==> config.mk <==
export PLATFORM = sky130hd
export DESIGN_NAME = cache_memory_responder
export DESIGN_NICKNAME = d
export VERILOG_FILES = /design/src/rtl/cache_memory_responder.sv
export SDC_FILE = /design/constraint.sdc
export NUM_CORES = 1
export LEC_CHECK = 0
export ABC_CLOCK_PERIOD_IN_PS = 8800
export CAP_MARGIN = 30
export CORE_UTILIZATION = 38
export DETAILED_ROUTE_END_ITERATION = 10
export MAX_ROUTING_LAYER = met4
export PLACE_DENSITY = 0.74
export SLEW_MARGIN = 20
export SYNTH_ARGS = -nofsm -noshare
export SYNTH_HDL_FRONTEND = slang
export SYNTH_SLANG_ARGS = --single-unit
export TNS_END_PERCENT = 1
==> constraint.sdc <==
create_clock -name clk -period 8.8 [get_ports clk]
set_input_delay 1.76 -clock clk [delete_from_list [all_inputs] [get_ports clk]]
set_output_delay 1.76 -clock clk [all_outputs]
set_load 0.01 [all_outputs]
==> src/rtl/cache_memory_responder.sv <==
`timescale 1ns/1ps
// cache_memory_responder
// Memory-side end of the cache<->memory block protocol. A block read or
// write-back request is latched, optionally delayed by WAIT_CYCLES, then
// serialised into BLOCK_SIZE word accesses on a single-port word RAM
// (1-cycle read latency). Completion is signalled by a one-cycle ack.
//
// Ports:
//   clk        clock, all state on rising edge
//   rst        asynchronous active-high reset
//   mem_req    request: addr, cs, rw (0 read / 1 write), data[BLOCK_SIZE]
//   mem_resp   response: ack pulse, data[BLOCK_SIZE] (last read block)
//   ram_addr   word address to RAM (holds outside transfers)
//   ram_we     RAM write enable
//   ram_wdata  RAM write data
//   ram_rdata  RAM read data, valid the cycle after ram_addr

package cache_memory_responder_pkg;

  localparam int unsigned BLOCK_SIZE = 2;
  localparam int unsigned ADDR_WIDTH = 16;
  localparam int unsigned WORD_WIDTH = 32;

  typedef struct packed {
    logic [ADDR_WIDTH-1:0]                 addr;
    logic                                  cs;
    logic                                  rw;
    logic [BLOCK_SIZE-1:0][WORD_WIDTH-1:0] data;
  } memory_request_t;

  typedef struct packed {
    logic                                  ack;
    logic [BLOCK_SIZE-1:0][WORD_WIDTH-1:0] data;
  } memory_response_t;

endpackage

module cache_memory_responder #(
  parameter int unsigned BLOCK_SIZE  = cache_memory_responder_pkg::BLOCK_SIZE,
  parameter int unsigned WAIT_CYCLES = 0,
  parameter int unsigned ADDR_WIDTH  = cache_memory_responder_pkg::ADDR_WIDTH,
  parameter int unsigned WORD_WIDTH  = cache_memory_responder_pkg::WORD_WIDTH
) (
  input  logic                                        clk,
  input  logic                                        rst,
  input  cache_memory_responder_pkg::memory_request_t  mem_req,
  output cache_memory_responder_pkg::memory_response_t mem_resp,
  output logic [ADDR_WIDTH-1:0]                       ram_addr,
  output logic                                        ram_we,
  output logic [WORD_WIDTH-1:0]                       ram_wdata,
  input  logic [WORD_WIDTH-1:0]                       ram_rdata
);

  localparam int unsigned OFFSET_WIDTH = $clog2(BLOCK_SIZE);
  localparam int unsigned BEAT_WIDTH   = (OFFSET_WIDTH > 0) ? OFFSET_WIDTH : 1;
  localparam int unsigned WAIT_WIDTH   = (WAIT_CYCLES > 1) ? $clog2(WAIT_CYCLES) : 1;

  localparam logic [BEAT_WIDTH-1:0] LAST_BEAT = BEAT_WIDTH'(BLOCK_SIZE - 1);
  // Unreachable when WAIT_CYCLES == 0 (the WAIT state is never entered).
  localparam logic [WAIT_WIDTH-1:0] LAST_WAIT = WAIT_WIDTH'(WAIT_CYCLES - 1);
  localparam logic [ADDR_WIDTH-1:0] BASE_MASK = ~ADDR_WIDTH'(BLOCK_SIZE - 1);

  typedef logic [BLOCK_SIZE-1:0][WORD_WIDTH-1:0] block_t;

  typedef enum logic [2:0] {
    S_IDLE,
    S_WAIT,
    S_XFER,
    S_RDLAST,
    S_ACK,
    S_RELEASE
  } state_t;

  state_t                  state, state_next;

  logic [ADDR_WIDTH-1:0]   base_q, base_n;
  logic                    rw_q, rw_n;
  block_t                  data_q, data_n;
  block_t                  rd_buf_q, rd_buf_n;
  logic [BEAT_WIDTH-1:0]   beat, beat_n;
  logic [WAIT_WIDTH-1:0]   wait_cnt, wait_n;
  logic [ADDR_WIDTH-1:0]   ram_addr_n;
  logic                    ram_we_n;
  logic [WORD_WIDTH-1:0]   ram_wdata_n;
  logic                    ack_q, ack_n;

  // State register
  always_ff @(posedge clk or posedge rst) begin
    if (rst) begin
      state <= S_IDLE;
    end else begin
      state <= state_next;
    end
  end

  // Next-state logic
  always_comb begin
    state_next = state;
    case (state)
      S_IDLE: begin
        if (mem_req.cs) begin
          state_next = (WAIT_CYCLES > 0) ? S_WAIT : S_XFER;
        end
      end
      S_WAIT: begin
        if (wait_cnt == LAST_WAIT) begin
          state_next = S_XFER;
        end
      end
      S_XFER: begin
        if (beat == LAST_BEAT) begin
          state_next = rw_q ? S_ACK : S_RDLAST;
        end
      end
      S_RDLAST:  state_next = S_ACK;
      S_ACK:     state_next = S_RELEASE;
      // Wait for cs low so a request held across ack is not serviced twice.
      S_RELEASE: begin
        if (!mem_req.cs) begin
          state_next = S_IDLE;
        end
      end
      default:   state_next = S_IDLE;
    endcase
  end

  // Output / datapath next values; RAM controls are set up one cycle ahead
  // so the registered outputs line up with the beat they belong to.
  always_comb begin
    base_n      = base_q;
    rw_n        = rw_q;
    data_n      = data_q;
    rd_buf_n    = rd_buf_q;
    beat_n      = '0;
    wait_n      = '0;
    ram_addr_n  = ram_addr;
    ram_we_n    = 1'b0;
    ram_wdata_n = ram_wdata;
    ack_n       = (state_next == S_ACK);

    case (state)
      S_IDLE: begin
        if (mem_req.cs) begin
          base_n = mem_req.addr & BASE_MASK;
          rw_n   = mem_req.rw;
          data_n = mem_req.data;
          if (WAIT_CYCLES == 0) begin
            ram_addr_n  = base_n;
            ram_we_n    = mem_req.rw;
            ram_wdata_n = mem_req.data[0];
          end
        end
      end
      S_WAIT: begin
        wait_n = wait_cnt + 1'b1;
        if (wait_cnt == LAST_WAIT) begin
          ram_addr_n  = base_q;
          ram_we_n    = rw_q;
          ram_wdata_n = data_q[0];
        end
      end
      S_XFER: begin
        beat_n = beat + 1'b1;
        // Read data for the previous beat arrives this cycle.
        if (!rw_q && (beat != '0)) begin
          rd_buf_n[beat - 1'b1] = ram_rdata;
        end
        if (beat != LAST_BEAT) begin
          ram_addr_n  = base_q + ADDR_WIDTH'(beat_n);
          ram_we_n    = rw_q;
          ram_wdata_n = data_q[beat_n];
        end
      end
      S_RDLAST: begin
        rd_buf_n[BLOCK_SIZE-1] = ram_rdata;
      end
      default: begin
      end
    endcase
  end

  // Datapath and registered outputs
  always_ff @(posedge clk or posedge rst) begin
    if (rst) begin
      base_q    <= '0;
      rw_q      <= 1'b0;
      data_q    <= '0;
      rd_buf_q  <= '0;
      beat      <= '0;
      wait_cnt  <= '0;
      ram_addr  <= '0;
      ram_we    <= 1'b0;
      ram_wdata <= '0;
      ack_q     <= 1'b0;
    end else begin
      base_q    <= base_n;
      rw_q      <= rw_n;
      data_q    <= data_n;
      rd_buf_q  <= rd_buf_n;
      beat      <= beat_n;
      wait_cnt  <= wait_n;
      ram_addr  <= ram_addr_n;
      ram_we    <= ram_we_n;
      ram_wdata <= ram_wdata_n;
      ack_q     <= ack_n;
    end
  end

  // Response assembly
  always_comb begin
    mem_resp      = '0;
    mem_resp.ack  = ack_q;
    mem_resp.data = rd_buf_q;
  end

endmodule

==> results.md <==
* Vias in the first global route at 6937
* Hold Path Stages at 1
* Setup WS post-layout at 4.833 ns
* HP Class: reg -> reg
* FF-to-FF setup slack at between 5 and 6 ns
* Dominant synthesized flop cell: dfrtp_1
* Most used cell, CP: buf_4
* Root Buffer: clkbuf_16
* Top cell type's share of synthesized area at between 50% and 60%
* FF-to-FF path depth at 5
* ANT cells at 0
* First-pass DRT Iterations at 4
* End point of the worst hold path: data_q[14]$_DFFE_PP0P_
* CP endpoint kind: flop
* Worst hold start: data_q[14]$_DFFE_PP0P_
* Fin crit period at 3.967 ns
* Largest net degree at the start of global routing at 129
* Synth warn at 0
* Post-route insts no fill at 1152
* Peak VDD IR at 172.0 uV
* Reg2reg start: state[1]$_DFF_PP0_
* Most frequent cells in the layout: clkdlybuf4s50_1, dfrtp_1, mux2_1
* Worst path max stage delay at 0.74 ns
* Power density of the placed cells at 379.4 nW/um^2
* Hold WS at between 0.4 and 0.5 ns
* Critical-path top delay cell: buf_4
* GRT Overall Usage at 20.59%
* RR Endpoint: ram_wdata[23]$_DFFE_PP0P_
* WP data arrival at 4.27 ns
* Mean area per synthesized cell at 13.38 um^2
* CTS tree: yes
* DRC at 0
* Routability cong. at 0.7446
* Leading area contributor after synthesis: dfrtp_1
* Final slew viol count at 0
* Vias at 6229
* Post-synthesis cell count at 655
* Row count at 55
* Ys async rst share at 100.0%
* Post-DP HPWL at 13.60 mm
* Clock sinks at 199
* Final wirelength at approximately 23 mm
* Slew at the pin closest to its max-slew limit at 0.9682 ns
* Core Region at 22640 um^2
* Iteration-0 DRC Markers at roughly 400
* Syn Nets at 771
* Slew headroom at 35.45%
* Cell Chain, Critical Path: clkdlybuf4s50_1 -> nor4b_4 -> buf_4 -> buf_4 -> mux2_1
* Setup Skew at 0.01160 ns
* Die width at 153.9 um
* CP bufs+invs at 3
* H-tree depth at 4
* Initial Util at between 30 and 40%
* Via-to-Cell Ratio at 5.407
* # resized after CTS at 0
* Post-CTS Setup Bufs at 0
* Maximum clock rate at 252.1 MHz
* Total gr overflow at 0
* # placed instances at 1118
* Layout cells sized above 1 at 14.88%
* Fin nets at 970
* Die area at 23680 um^2
* EDFF count, synth at 0
* First-pass GRT wire length at 36.94 mm
* Netlist Area Pre-Place at 8766 um^2
* TNS Setup at 0 ns
* Ports at between 200 and 250
* Netlist cell types at about 40
* Number of hold violations in the final report at 0
* Worst-path fanout max at 62
* Worst Path Required at 9.10 ns
* Worst slack, placed at 4.376 ns
* Syn-to-layout area delta at 34.67%
* Clock buffer depth at 2
* CTS Buf Count at 17
* Commonest non-fill, non-tap cell in the layout: clkdlybuf4s50_1
* RSZ-0062 raised after global routing: no
* Final setup viols at 0
* Crit Path Category: in -> reg
* Top cells by area, synth: dfrtp_1, mux2_1, mux2_4, o21ai_0, mux2_2
* Delay-heaviest family, CP: buffers and inverters
* Cts-stage hold buffer count at 0
* DR WL/cell at just under 20 um
* Worst setup SP type: primary input
* Sequential share of the synthesized area at 56.81%
* Tcrit/Tclk final at 45.07%
* Chip Height at ~150 um
* P_leak at 0.004619 uW
* Status: complete, no violations
* Clk_lat worst skew at 0.43 ns
* Post-route ant nets at 0
* Max capacitance violation total at 0
* Clock slew at reported path FFs at 0.08 ns
* Antenna violations before repair at 0
* Port bufs at 228
* Count of state elements after synthesis at 199
[layout make-up]
type                       count  area [um^2]
clock inverter                15        181.4
sequential                   199         4981
timing repair buffer         242         2427
inverter                       3        18.77
tap                          285        356.6
fill                        1920        10840
clock buffer                  17        425.4
multi-input combinational    391         3415
[power breakdown]
group          switching, uW  total [uW]  internal [uW]
clock network            407         795            387
logic                    970        2030           1060
registers                271        1660           1390
[through the flow]
stage          power [uW]  utilization (%)  area (um^2)
2_1_floorplan        2828                -         8766
3_3_place_gp         3649            49.22        11140
3_5_place_dp         3700            49.22        11140
4_1_cts              4519            51.90        11750
5_1_grt              4767            52.14        11810
6_report             4479            52.14        11810
[flip-flops by register name, indices dropped and copies added (netlist names)]
register / cells
ram_wdata: 32
base_q: 15
ack_q: 1
ram_addr: 16
beat: 1
ram_we: 1
mem_resp: 64
wait_cnt: 1
rw_q: 1
state: 3
data_q: 64
[Yosys cell counts (2+ instances only)]
library cell,instances
a211oi_1,47
mux2_1,84
a41oi_1,21
nand3_1,16
buf_6,12
mux2_4,29
inv_1,2
mux2_2,33
buf_8,2
o21ai_0,78
buf_4,9
dfrtp_1,199
buf_2,18
clkbuf_1,21
nand2_1,31
a41oi_2,10
a31oi_1,16
nor4b_1,3
a21oi_1,2
[layer usage]
metal  up-vias  GRT usage [%]  wire [um]
li1       2837              -          -
met1      3166          26.15      10310
met2       215          32.16      10640
met3        11          6.116       1642
met4         0          5.190        164
met5         -              -          0
[cell families (layout without fill, tap and decap cells)]
family / after synthesis / count (layout) / share of synthesized area, %
xor gates and xnor gates: 2 / 2 / 0.3712
DFF: 199 / 199 / 56.81
and+or+nand+nor: 62 / 62 / 3.754
muxes: 146 / 146 / 20.00
AOI/OAI and AO/OA: 181 / 181 / 14.36
buffers and inverters: 65 / 277 / 4.710
[worst max path at each step]
| stage | startpoint | to | slack, ns | depth (start not counted) |
|---|---|---|---|---|
| 3_5_place_dp | mem_req[65] | base_q[14]$_DFFE_PP0P_ | 4.38 | 5 |
| 5_1_grt | mem_req[65] | base_q[4]$_DFFE_PP0P_ | 4.71 | 5 |
| 6_report | mem_req[65] | base_q[4]$_DFFE_PP0P_ | 4.83 | 5 |
| 4_1_cts | mem_req[65] | base_q[4]$_DFFE_PP0P_ | 4.83 | 5 |
| 3_3_place_gp | mem_req[65] | base_q[14]$_DFFE_PP0P_ | 4.42 | 5 |
| 2_1_floorplan | rst | ack_q$_DFF_PP0_ | 1.61 | 1 |
(Power assumes the default switching activity.)
